## config.mk

```make
export PLATFORM = sky130hd
export DESIGN_NAME = muldiv_seq_flat
export DESIGN_NICKNAME = d
export VERILOG_FILES = /design/src/rtl/muldiv_seq_if.sv /design/src/rtl/muldiv_seq.sv /design/src/flat_wrapper.sv
export SDC_FILE = /design/constraint.sdc
export NUM_CORES = 1
export LEC_CHECK = 0
export ABC_AREA = 1
export ABC_CLOCK_PERIOD_IN_PS = 3000
export CORE_UTILIZATION = 40
export CTS_BUF_LIST = sky130_fd_sc_hd__clkbuf_8
export DETAILED_ROUTE_END_ITERATION = 8
export GPL_ROUTABILITY_DRIVEN = 0
export PLACE_DENSITY = 0.55
export SKIP_LAST_GASP = 1
export SLEW_MARGIN = 40
export SYNTH_ARGS = -nofsm -noshare
export SYNTH_HDL_FRONTEND = slang
export SYNTH_SLANG_ARGS = --single-unit
```

## constraint.sdc

```tcl
create_clock -name clk -period 3 [get_ports clk]
set_input_delay 0.6 -clock clk [delete_from_list [all_inputs] [get_ports clk]]
set_output_delay 0.6 -clock clk [all_outputs]
set_load 0.01 [all_outputs]
```

## src/rtl/muldiv_seq_if.sv

```systemverilog
// rtl/muldiv_seq_if.sv - EX-stage request/result bundle for the M-extension sequencer
interface muldiv_seq_if #(parameter int XLEN = 32);
   logic            req_valid;
   logic [2:0]      funct3;
   logic [XLEN-1:0] op1;
   logic [XLEN-1:0] op2;
   logic            flush;
   logic            stall;
   logic            done;
   logic [XLEN-1:0] result;

   modport master (
      output req_valid, funct3, op1, op2, flush,
      input  stall, done, result
   );

   modport slave (
      input  req_valid, funct3, op1, op2, flush,
      output stall, done, result
   );
endinterface

```

## src/rtl/muldiv_seq.sv

```systemverilog
// rtl/muldiv_seq.sv - iterative RV32M multiply/divide sequencer, one bit per cycle
module muldiv_seq #(
   parameter int XLEN = 32
) (
   input  logic        clk,
   input  logic        rst,
   muldiv_seq_if.slave bus
);
   localparam int CW = $clog2(XLEN);
   localparam logic [XLEN-1:0] INT_MIN = {1'b1, {(XLEN-1){1'b0}}};

   typedef enum logic [1:0] {S_IDLE, S_MUL, S_DIV, S_DONE} state_t;

   state_t            state_q;
   logic [2:0]        funct3_q;
   logic              neg1_q;
   logic              neg2_q;
   logic              special_q;
   logic [CW-1:0]     cnt_q;
   logic [2*XLEN-1:0] mcand_q;
   logic [2*XLEN-1:0] prod_q;
   logic [XLEN-1:0]   mplier_q;
   logic [XLEN-1:0]   quot_q;
   logic [XLEN-1:0]   rem_q;
   logic [XLEN-1:0]   divisor_q;
   logic [XLEN-1:0]   result_q;

   logic              accept;
   logic              sgn1;
   logic              sgn2;
   logic              neg1_in;
   logic              neg2_in;
   logic [XLEN-1:0]   mag1;
   logic [XLEN-1:0]   mag2;
   logic              div_zero;
   logic              div_ovf;

   logic [2*XLEN-1:0] prod_d;
   logic [2*XLEN-1:0] mcand_d;
   logic [XLEN-1:0]   mplier_d;
   logic [XLEN:0]     rem_sh;
   logic [XLEN:0]     rem_diff;
   logic [XLEN-1:0]   rem_d;
   logic [XLEN-1:0]   quot_d;

   logic [2*XLEN-1:0] prod_fix;
   logic [XLEN-1:0]   quot_fix;
   logic [XLEN-1:0]   rem_fix;
   logic [XLEN-1:0]   res_fix;
   logic              done_now;

   assign accept = (state_q == S_IDLE) & bus.req_valid & ~bus.flush;

   // MULHSU treats only rs1 as signed; MULHU/DIVU/REMU treat neither.
   always_comb begin
      sgn1 = 1'b0;
      sgn2 = 1'b0;
      case (bus.funct3)
         3'b000, 3'b001, 3'b100, 3'b110: begin
            sgn1 = 1'b1;
            sgn2 = 1'b1;
         end
         3'b010:  sgn1 = 1'b1;
         default: ;
      endcase
   end

   assign neg1_in  = sgn1 & bus.op1[XLEN-1];
   assign neg2_in  = sgn2 & bus.op2[XLEN-1];
   assign mag1     = neg1_in ? -bus.op1 : bus.op1;
   assign mag2     = neg2_in ? -bus.op2 : bus.op2;
   assign div_zero = (bus.op2 == '0);
   assign div_ovf  = sgn2 & (bus.op1 == INT_MIN) & (bus.op2 == '1);

   assign prod_d   = mplier_q[0] ? (prod_q + mcand_q) : prod_q;
   assign mcand_d  = mcand_q << 1;
   assign mplier_d = mplier_q >> 1;

   // A borrow out of the XLEN+1 bit subtract means the partial remainder is below the divisor.
   assign rem_sh   = {rem_q, quot_q[XLEN-1]};
   assign rem_diff = rem_sh - {1'b0, divisor_q};
   assign rem_d    = rem_diff[XLEN] ? rem_sh[XLEN-1:0] : rem_diff[XLEN-1:0];
   assign quot_d   = {quot_q[XLEN-2:0], ~rem_diff[XLEN]};

   always_comb begin
      prod_fix = prod_q;
      quot_fix = quot_q;
      rem_fix  = rem_q;
      if (!special_q) begin
         if (neg1_q ^ neg2_q) begin
            prod_fix = -prod_q;
            quot_fix = -quot_q;
         end
         if (neg1_q) begin
            rem_fix = -rem_q;
         end
      end
      res_fix = '0;
      case (funct3_q)
         3'b000:                 res_fix = prod_fix[XLEN-1:0];
         3'b001, 3'b010, 3'b011: res_fix = prod_fix[2*XLEN-1:XLEN];
         3'b100, 3'b101:         res_fix = quot_fix;
         default:                res_fix = rem_fix;
      endcase
   end

   assign done_now   = (state_q == S_DONE) & ~bus.flush;
   assign bus.done   = done_now;
   assign bus.result = done_now ? res_fix : result_q;
   assign bus.stall  = accept | (state_q == S_MUL) | (state_q == S_DIV);

   always_ff @(posedge clk) begin
      if (rst) begin
         state_q   <= S_IDLE;
         funct3_q  <= '0;
         neg1_q    <= 1'b0;
         neg2_q    <= 1'b0;
         special_q <= 1'b0;
         cnt_q     <= '0;
         mcand_q   <= '0;
         prod_q    <= '0;
         mplier_q  <= '0;
         quot_q    <= '0;
         rem_q     <= '0;
         divisor_q <= '0;
         result_q  <= '0;
      end else begin
         case (state_q)
            S_IDLE: begin
               if (accept) begin
                  funct3_q  <= bus.funct3;
                  neg1_q    <= neg1_in;
                  neg2_q    <= neg2_in;
                  special_q <= 1'b0;
                  cnt_q     <= CW'(XLEN-1);
                  mcand_q   <= {{XLEN{1'b0}}, mag1};
                  mplier_q  <= mag2;
                  prod_q    <= '0;
                  quot_q    <= mag1;
                  rem_q     <= '0;
                  divisor_q <= mag2;
                  if (!bus.funct3[2]) begin
                     state_q <= S_MUL;
                  end else if (div_zero) begin
                     special_q <= 1'b1;
                     quot_q    <= '1;
                     rem_q     <= bus.op1;
                     state_q   <= S_DONE;
                  end else if (div_ovf) begin
                     special_q <= 1'b1;
                     quot_q    <= INT_MIN;
                     rem_q     <= '0;
                     state_q   <= S_DONE;
                  end else begin
                     state_q <= S_DIV;
                  end
               end
            end
            S_MUL: begin
               if (bus.flush) begin
                  state_q <= S_IDLE;
               end else begin
                  prod_q   <= prod_d;
                  mcand_q  <= mcand_d;
                  mplier_q <= mplier_d;
                  cnt_q    <= cnt_q - 1'b1;
                  if (cnt_q == '0) begin
                     state_q <= S_DONE;
                  end
               end
            end
            S_DIV: begin
               if (bus.flush) begin
                  state_q <= S_IDLE;
               end else begin
                  rem_q  <= rem_d;
                  quot_q <= quot_d;
                  cnt_q  <= cnt_q - 1'b1;
                  if (cnt_q == '0) begin
                     state_q <= S_DONE;
                  end
               end
            end
            S_DONE: begin
               if (!bus.flush) begin
                  result_q <= res_fix;
               end
               state_q <= S_IDLE;
            end
            default: state_q <= S_IDLE;
         endcase
      end
   end
endmodule

```

## src/flat_wrapper.sv

```systemverilog
// flat-port wrapper written by rule: the top's interface ports become plain ports
module muldiv_seq_flat 
#(
   parameter int XLEN = 32
)
  (clk, rst, bus_req_valid, bus_funct3, bus_op1, bus_op2, bus_flush, bus_stall, bus_done, bus_result);
  muldiv_seq_if #(.XLEN(XLEN)) bus_i ();
  input  logic clk;
  input  logic rst;
  input wire logic [$bits(bus_i.req_valid)-1:0] bus_req_valid;
  input wire logic [$bits(bus_i.funct3)-1:0] bus_funct3;
  input wire logic [$bits(bus_i.op1)-1:0] bus_op1;
  input wire logic [$bits(bus_i.op2)-1:0] bus_op2;
  input wire logic [$bits(bus_i.flush)-1:0] bus_flush;
  output wire logic [$bits(bus_i.stall)-1:0] bus_stall;
  output wire logic [$bits(bus_i.done)-1:0] bus_done;
  output wire logic [$bits(bus_i.result)-1:0] bus_result;
  assign bus_i.req_valid = bus_req_valid;
  assign bus_i.funct3 = bus_funct3;
  assign bus_i.op1 = bus_op1;
  assign bus_i.op2 = bus_op2;
  assign bus_i.flush = bus_flush;
  assign bus_stall = bus_i.stall;
  assign bus_done = bus_i.done;
  assign bus_result = bus_i.result;
  muldiv_seq #(.XLEN(XLEN)) u_core (.clk(clk), .rst(rst), .bus(bus_i));
endmodule
```

* After elaboration in Yosys (flattened, before gate mapping) *
Cells that the tools add are included.

storage, ports and cells
  memory bits (read-only) = 0
  register bits = 301
  input bits = 71
  word-level logic and storage cells = 120
  memories kept = 0
  bits in latches = 0
  RAM bits = 0

cells by class
  divide/modulo/power cells = 0
  $add $sub $neg = 8
  reduce and logical (&&, ||, !) cells = 20
  eq/ne operators = 20
  multipliers = 0
  order comparisons = 0
  shift operators = 0
  muxes and demuxes = 47
  bitwise operators = 12

operators by type and width
  kind                                                             number
  32-bit two-way mux                                               19
  64-bit two-way mux                                               7
  64-bit case mux with 2 select lines                              2
  32-bit case mux with 2 select lines                              3
  32-bit negator                                                   4
  32-bit case mux with 3 select lines                              1
  64-bit adder                                                     1
  32-bit == test, second input constant                            2
  64-bit negator                                                   1
  33-bit by 32-bit subtractor with 33-bit output                   1
  32-bit zero test                                                 1
  3-bit == test, second input constant                             4
  2-bit two-way mux                                                5
  5-bit two-way mux                                                2
  5-bit case mux with 2 select lines                               1
  3-bit by 2-bit == test with 1-bit output, second input constant  3
  3-bit AND reduction                                              3
  1-bit AND                                                        7
  3-bit by 1-bit == test with 1-bit output, second input constant  2
  3-bit zero test                                                  2
  1-bit two-way mux                                                6
  2-bit inequality test, second input constant                     3
  2-bit case mux with 3 select lines                               1
  2-bit AND reduction                                              3
  other kinds (16)                                                 23

* Depth between registers and ports, before layout *
Gate-level depths: netlist of the first run.

  depth after elaboration = 10
  gate-level depth with buffers = 17
  depth with buffers taken out = 17

* Worst setup path before layout of the first run *
No wires, ideal clock.

  path type = reg-to-output
  start point = reg u_core.prod_q[1]
  end point = out bus_result[22]
  arrival time = 1,859 ps
  buffers on the path = 0
  required time = 2,400 ps
  cell stages (with the launch flop) = 14
  slack = 541 ps
  cells stage by stage = dfxtp_1 inv_1 ha_1 nand2_1 nor2_4 nand4_1 nor2_1 nand2_1 nand2_1 nand3_1 nand3_1 nand2_1 o21ai_0 inv_1

between the ends
  longest elaborated chain between the ends = 5

RTL lines
  what                                 line                text
  from (decl)                          muldiv_seq.sv:21    logic [2*XLEN-1:0] prod_q;
  from (signal assigned)               muldiv_seq.sv:163   prod_q <= prod_d;
  64-bit negator                       muldiv_seq.sv:91    prod_fix = -prod_q;
  64-bit two-way mux                   muldiv_seq.sv:90    if (neg1_q ^ neg2_q) begin
  64-bit two-way mux                   muldiv_seq.sv:89    if (!special_q) begin
  32-bit case mux with 3 select lines  muldiv_seq.sv:99    case (funct3_q)
  32-bit two-way mux                   muldiv_seq.sv:109   assign bus.result = done_now ? res_fix : result_q;
  to (decl)                            flat_wrapper.sv:17  output wire logic [$bits(bus_i.result)-1:0] bus_result;

No other way between the ends.

* Worst setup path after layout of the first run *
  start point = reg u_core.prod_q[1]
  end point = reg u_core.result_q[2]

between the ends
  longest elaborated chain between the ends = 4

RTL lines
  what                                 line               text
  64-bit negator                       muldiv_seq.sv:91
  64-bit two-way mux                   muldiv_seq.sv:90
  64-bit two-way mux                   muldiv_seq.sv:89
  32-bit case mux with 3 select lines  muldiv_seq.sv:99
  to (signal assigned)                 muldiv_seq.sv:186  result_q <= res_fix;
  to (decl)                            muldiv_seq.sv:26   logic [XLEN-1:0] result_q;

No other way between the ends.
A chain may end at the register's enable or synchronous reset.

==> results of run 1 <==
==> cells in the mapped netlist (all sizes together), types with 31 or more instances <==
cell type  count
dfxtp        301
nand3        386
nand2       1111
xor2          68
ha           107
clkbuf       110
a22oi         31
nor3          60
o211ai        36
nand4         74
nor2         573
o21ai        380
or2           43
inv          594
a21oi        470
buf           51
==> power breakdown <==
part	leakage [uW]	switching [uW]	internal (uW)
Sequential	0.00246	512	4530
Clock	0.000741	2040	2800
Combinational	0.0141	8510	5150
==> worst max-delay path, cell delays in order, from the launching register on <==
cell and delay, ps:
dfxtp_2 330, inv_4 80, ha_4 150, nand2_4 60
nor2_4 210, nand4_1 170, buf_4 180, o21ai_2 120
buf_6 120, o21ai_1 70, buf_4 170, nand3_2 70
o21ai_2 60, buf_4 120, buf_4 120, buf_4 120
buf_4 120, buf_4 120, buf_4 120, buf_4 120
buf_4 120, buf_4 120, buf_4 120, buf_4 120
buf_4 120, buf_4 120, nor2_1 80
==> worst paths after layout <==
path | from | endpoint | slack (ps) | depth (start not counted)
worst min register to register | u_core.mplier_q[29]$_SDFFE_PP0P_ | u_core.mplier_q[29]$_SDFFE_PP0P_ | 460 | 2
worst max-delay path | u_core.prod_q[1]$_SDFFE_PP0P_ | u_core.result_q[2]$_SDFFE_PP0P_ | -520 | 26
worst max register to register | u_core.prod_q[1]$_SDFFE_PP0P_ | u_core.result_q[2]$_SDFFE_PP0P_ | -520 | 26
worst min-delay path | rst | u_core.mplier_q[22]$_SDFFE_PP0P_ | 260 | 2
==> state kept, by name (all words and copies together), names as in the netlist <==
name	count
u_core.mcand_q	64
u_core.prod_q	64
u_core.divisor_q	32
u_core.mplier_q	32
u_core.quot_q	32
u_core.rem_q	32
u_core.result_q	32
u_core.cnt_q	5
u_core.funct3_q	3
u_core.state_q	2
u_core.neg1_q	1
u_core.neg2_q	1
u_core.special_q	1
==> cell families (layout without fill, tap and decap cells) <==
kind of cell,after synthesis,in the layout
adder cells (fa/ha/maj),109,109
buffers and inverters,757,1408
other,0,3
XOR/XNOR,80,80
AND/OR/NAND/NOR,2280,2281
AO/OA/AOI/OAI,982,982
flip-flops,301,301
==> per-layer routing <==
| layer | vias to the layer above | part of all wire, % |
|---|---|---|
| met5 | - | 0 |
| met4 | 0 | 3.5 |
| met3 | 245 | 11 |
| met2 | 1500 | 41 |
| met1 | 15300 | 45 |
| li1 | 16000 | - |
==> area by class of cell <==
cell class	count	area [um2]	share of cell area, %
multi-input cells	3452	18300	52.1
flip-flops and latches	301	6100	17.4
repair buffers	707	6040	17.2
inverters	596	2260	6.43
well taps	846	1060	3.02
clock buffers	70	963	2.74
clock inverters	34	365	1.04
diodes	3	7.51	0.0214
repair inverters	1	6.26	0.0178
==> cell usage in the layout, fill, tap and decap left out, drive strengths merged, types with 12 or more instances in the layout <==
master,n
a21o,17
a21oi,470
a22oi,31
a31oi,12
buf,633
clkbuf,72
clkdlybuf4s50,70
dfxtp,301
ha,107
inv,612
nand2,1112
nand3,386
nand3b,17
nand4,74
nor2,573
nor3,60
o211ai,36
o21ai,380
o21bai,13
or2,43
xnor2,12
xor2,68
==> through the flow <==
step | util, % | total power (uW) | setup WS, ps | hold slack (ps)
2_1_floorplan | - | 12400 | 541 | 431
3_3_place_gp | 48.7 | 16700 | -232 | 449
3_5_place_dp | 48.7 | 16700 | -293 | 456
4_1_cts | 54.1 | 22700 | -433 | 222
5_1_grt | 55.2 | 25100 | -644 | 259
6_report | 55.2 | 23500 | -523 | 258
==> what timing repair did <==
| action | 4_1_cts | 5_1_grt |
|---|---|---|
| pin swaps | 157 | 123 |
| gates cloned | 5 | 3 |
| endpoints found under the setup margin | 34 | 64 |
| gates resized for setup | 490 | 174 |
| setup buffers | 151 | 35 |
==> flow_summary.json, run 1 <==
{
  "setup.worst_path.start_class": "register",
  "ant_nets": 0,
  "grt_pass1_vias": 30000,
  "io_pins": 105,
  "place_inst": 5743,
  "fill_cells": 6620,
  "synthArstFlopShare_pct": 0,
  "cts_buffers": 59,
  "timing_hold_violations_final": 0,
  "peakVddDrop_v": 0.000573,
  "synth_edf_count": 0,
  "setup_slack_ps": -523,
  "synth_top_family_by_area": "simple AND/OR/NAND/NOR gates",
  "synth_adder_area_share_pct": 5.32,
  "ys_top_cells_by_area": "dfxtp_1 (23%), nand2_1 (16%), a21oi_1 (9.0%)",
  "synth_compound_area_share_pct": 20.3,
  "syn_area_um2": 25900,
  "design_area_um2": 35100,
  "design.core.area_um2": 63500,
  "hpwl_um": 94000,
  "cp-end-kind": "register",
  "avgRoutedWirePerCell_um": 20.1,
  "path_class": "reg -> reg",
  "ys.flop_type": "dfxtp_1",
  "fp.dieH_um": 256,
  "synth_mux_area_share_pct": 0,
  "via_per_inst": 5.50,
  "htreeDepth": 2,
  "finalSetupViolCount": 35,
  "leakage_uw": 0.0173,
  "relSlewSlack_pct": 46.3,
  "clockBufferDepth": 3,
  "vias": 33000,
  "drive_gt1_share_pct": 22.0,
  "fin_cells": 6010,
  "use_met2_pct": 51.5,
  "hp-class": "in -> reg",
  "worstPathRequired_ps": 3620,
  "fp-row-count": 92,
  "die_w_um": 256,
  "met1_usage_pct": 50.8,
  "port_buffers": 104,
  "fmax_mhz": 284,
  "maxCapViolations": 0,
  "syn_nets": 4689,
  "synthSimpleGateAreaFrac_pct": 37.1,
  "drt_iter0_markers": 3763,
  "top_usage_layer": "met2",
  "antenna_found_initial": 2,
  "cts_sinks": 301,
  "die-area_um2": 65800,
  "grt_use_met3_pct": 8.04,
  "fin_skew_ps": 34.8,
  "synth_cells": 4509,
  "ys_ff_latch": 301,
  "p_per_area_nw_per_um2": 671,
  "grt_setup_unrepaired": "yes",
  "insertion_delay_ps": 710,
  "fin_setup_tns_ps": -13750,
  "seq_area_frac_synth_pct": 23.3,
  "start_util_pct": 40.8,
  "yosysTopAreaCell": "dfxtp_1",
  "cts-root-buf": "clkbuf_8",
  "layout.nets": 5298,
  "violations": "negative setup slack",
  "clk_pin_slew_worst_paths_ps": 60,
  "min_period_ps": 3520,
  "path_max_fanout": 5,
  "ys_types": 54,
  "place_area_um2": 31000,
  "route.detailed.drc": 0,
  "holdBufCountCts": 0,
  "dr.pass1.iters": 7,
  "grt_usage_pct": 35.4,
  "synthToLayoutAreaGrowth_pct": 35.5,
  "period_share_pct": 117,
  "wirelength_um": 121000,
  "grt_pass1_wl_um": 180000,
  "grt_max_degree": 157,
  "cts_tree": "built",
  "syn_area_per_cell_um2": 5.74,
  "outcome": "finished, violations left",
  "synth_top_area_share_pct": 23.3,
  "cp_data_arrival_time_ps": 4140,
  "maxSlewViolCount": 0,
  "synth_xor_area_share_pct": 2.70,
  "ys_warn_count": 0,
  "tightest_slew_ps": 806,
  "globalRouteOverflowTotal": 0
}
No activity file was read; power rests on OpenSTA's default activity.
==> run 2, diff against run 1 <==
- CORE_UTILIZATION: 40 -> 30
- PLACE_DENSITY: 0.55 -> 0.44
- SLEW_MARGIN: 40 -> 20
==> flow_summary.json, run 2 (synthesized netlist as in run 1, its figures left out) <==
{
  "path_max_fanout": 3,
  "min_period_ps": 3460,
  "largestRegisters": "u_core.mcand_q: 64 flops, u_core.prod_q: 64 flops",
  "globalRouteOverflowTotal": 0,
  "grt_usage_pct": 29.0,
  "vias": 32800,
  "seq_power_share_pct": 20.9,
  "fin_skew_ps": 49.0,
  "setup.worst_path.start_class": "register",
  "mostFrequentLayoutCell": "nand2_1",
  "start_util_pct": 30.4,
  "grt_max_degree": 133,
  "cts_tree": "built",
  "violations": "negative setup slack",
  "maxSlewViolCount": 0,
  "synthToLayoutAreaGrowth_pct": 41.7,
  "fp-row-count": 107,
  "fmax_mhz": 289,
  "insertion_delay_ps": 710,
  "outcome": "finished, violations left",
  "wirelength_um": 130000,
  "ant_nets": 0,
  "io_pins": 105,
  "tightest_slew_ps": 781,
  "port_buffers": 104,
  "drive_gt1_share_pct": 24.8,
  "period_share_pct": 115,
  "finalSetupViolCount": 36,
  "die_w_um": 296,
  "dr_wl_met2_um": 53800,
  "power.share.clock_pct": 20.0,
  "setup_slack_ps": -463,
  "cts_sinks": 301,
  "met1_length_um": 62900,
  "p_switching_uw": 11400,
  "cts-root-buf": "clkbuf_8",
  "layout_common_cells": "nand2_1 (1009), buf_4 (644), inv_1 (559)",
  "holdBufCountCts": 0,
  "antenna_found_initial": 5,
  "clk_pin_slew_worst_paths_ps": 60,
  "dr.pass1.iters": 5,
  "power.internal_uw": 12900,
  "via_per_inst": 5.10,
  "die-area_um2": 87500,
  "dp_slack_ps": -452,
  "r2r_setup_slack_ps": -460,
  "switching_share_pct": 46.8,
  "route.detailed.drc": 0,
  "grt_pass1_wl_um": 190000,
  "design.core.area_um2": 85300,
  "worstPathRequired_ps": 2400,
  "layout.nets": 5422,
  "leakage_uw": 0.0179,
  "timing_hold_violations_final": 0,
  "grt_setup_unrepaired": "yes",
  "maxCapViolations": 0,
  "combPwrFrac_pct": 59.1,
  "relSlewSlack_pct": 48.0,
  "hp-class": "in -> reg",
  "drt_iter0_markers": 2799,
  "routed.top_layer": "met4",
  "clockBufferDepth": 3,
  "cp_data_arrival_time_ps": 2860,
  "grt_pass1_vias": 30200,
  "peakVddDrop_v": 0.000909,
  "fin_util_pct": 43.1,
  "fin_setup_tns_ps": -12850,
  "path_class": "reg -> out",
  "p_per_area_nw_per_um2": 661,
  "fill_cells": 9363,
  "fp.dieH_um": 296,
  "avgRoutedWirePerCell_um": 20.2,
  "met3_length_um": 10300,
  "cp-end-kind": "output pin",
  "htreeDepth": 2,
  "cts_buffers": 60,
  "hpwl_um": 104000
}
==> run 2: through the flow <==
step / area (um2) / hold WS (ps) / std cells / power (uW)
final: 36700 / 351 / 6433 / 24300
after global routing: 36700 / 302 / 6432 / 26000
after CTS: 35600 / 270 / 6410 / 23500
after detailed placement: 32100 / 453 / 6135 / 17400
after global placement: 32100 / 446 / 6135 / 17400
after floorplan: 25900 / 431 / 4509 / 12400
==> run 2: worst paths after layout <==
check                                     end                            start  cells past startpoint
max                            bus_result[29]    u_core.prod_q[3]$_SDFFE_PP0P_                     16
min            u_core.prod_q[14]$_SDFFE_PP0P_                              rst                      2
max reg2reg  u_core.result_q[31]$_SDFFE_PP0P_   u_core.prod_q[10]$_SDFFE_PP0P_                     30
min reg2reg   u_core.mplier_q[9]$_SDFFE_PP0P_  u_core.mplier_q[9]$_SDFFE_PP0P_                      2
==> run 2: routing by layer <==
layer  track usage [%]  up-vias
met5                 0        -
met4              6.71        0
met3              5.07      150
met2              43.1     1118
met1              42.8    15300
li1                  -    16300
==> run 2: final cells by class <==
| type | instances | area [um2] | share of cell area (%) |
|---|---|---|---|
| multi-input cells | 3451 | 18500 | 50.5 |
| repair buffers | 832 | 7040 | 19.2 |
| flip-flops and latches | 301 | 6110 | 16.6 |
| inverters | 596 | 2260 | 6.16 |
| well taps | 1144 | 1430 | 3.90 |
| clock buffers | 73 | 1000 | 2.74 |
| clock inverters | 32 | 317 | 0.862 |
| diodes | 4 | 10.0 | 0.0273 |
==> run 2: power by group through the flow <==
stage	sequential, uW	clock, uW	combinational (uW)
final	5070	4860	14300
after global routing	5120	5160	15700
after detailed placement	5110	0	12300
after global placement	5100	0	12300
after CTS	5050	4960	13500
after floorplan	4930	0	7440
==> run 2: timing repair <==
action	CTS	global route
gates cloned	3	1
gates resized for setup	429	314
pin swaps	115	157
setup buffers	169	51
setup endpoints to repair	34	49
==> run 2: critical path: stages, from the launching register on <==
cell and delay [ps]:
dfxtp_4 360, nor2_4 150, nand2_4 80, buf_4 140, nor3_2 270, nand3_1 130, nand2_2 130, nand2_1 90
nand2_1 90, nand2_1 50, nor2_1 140, nor2_2 80, nand3b_1 120, nand2_1 80, buf_4 140, inv_2 40
buf_6 90
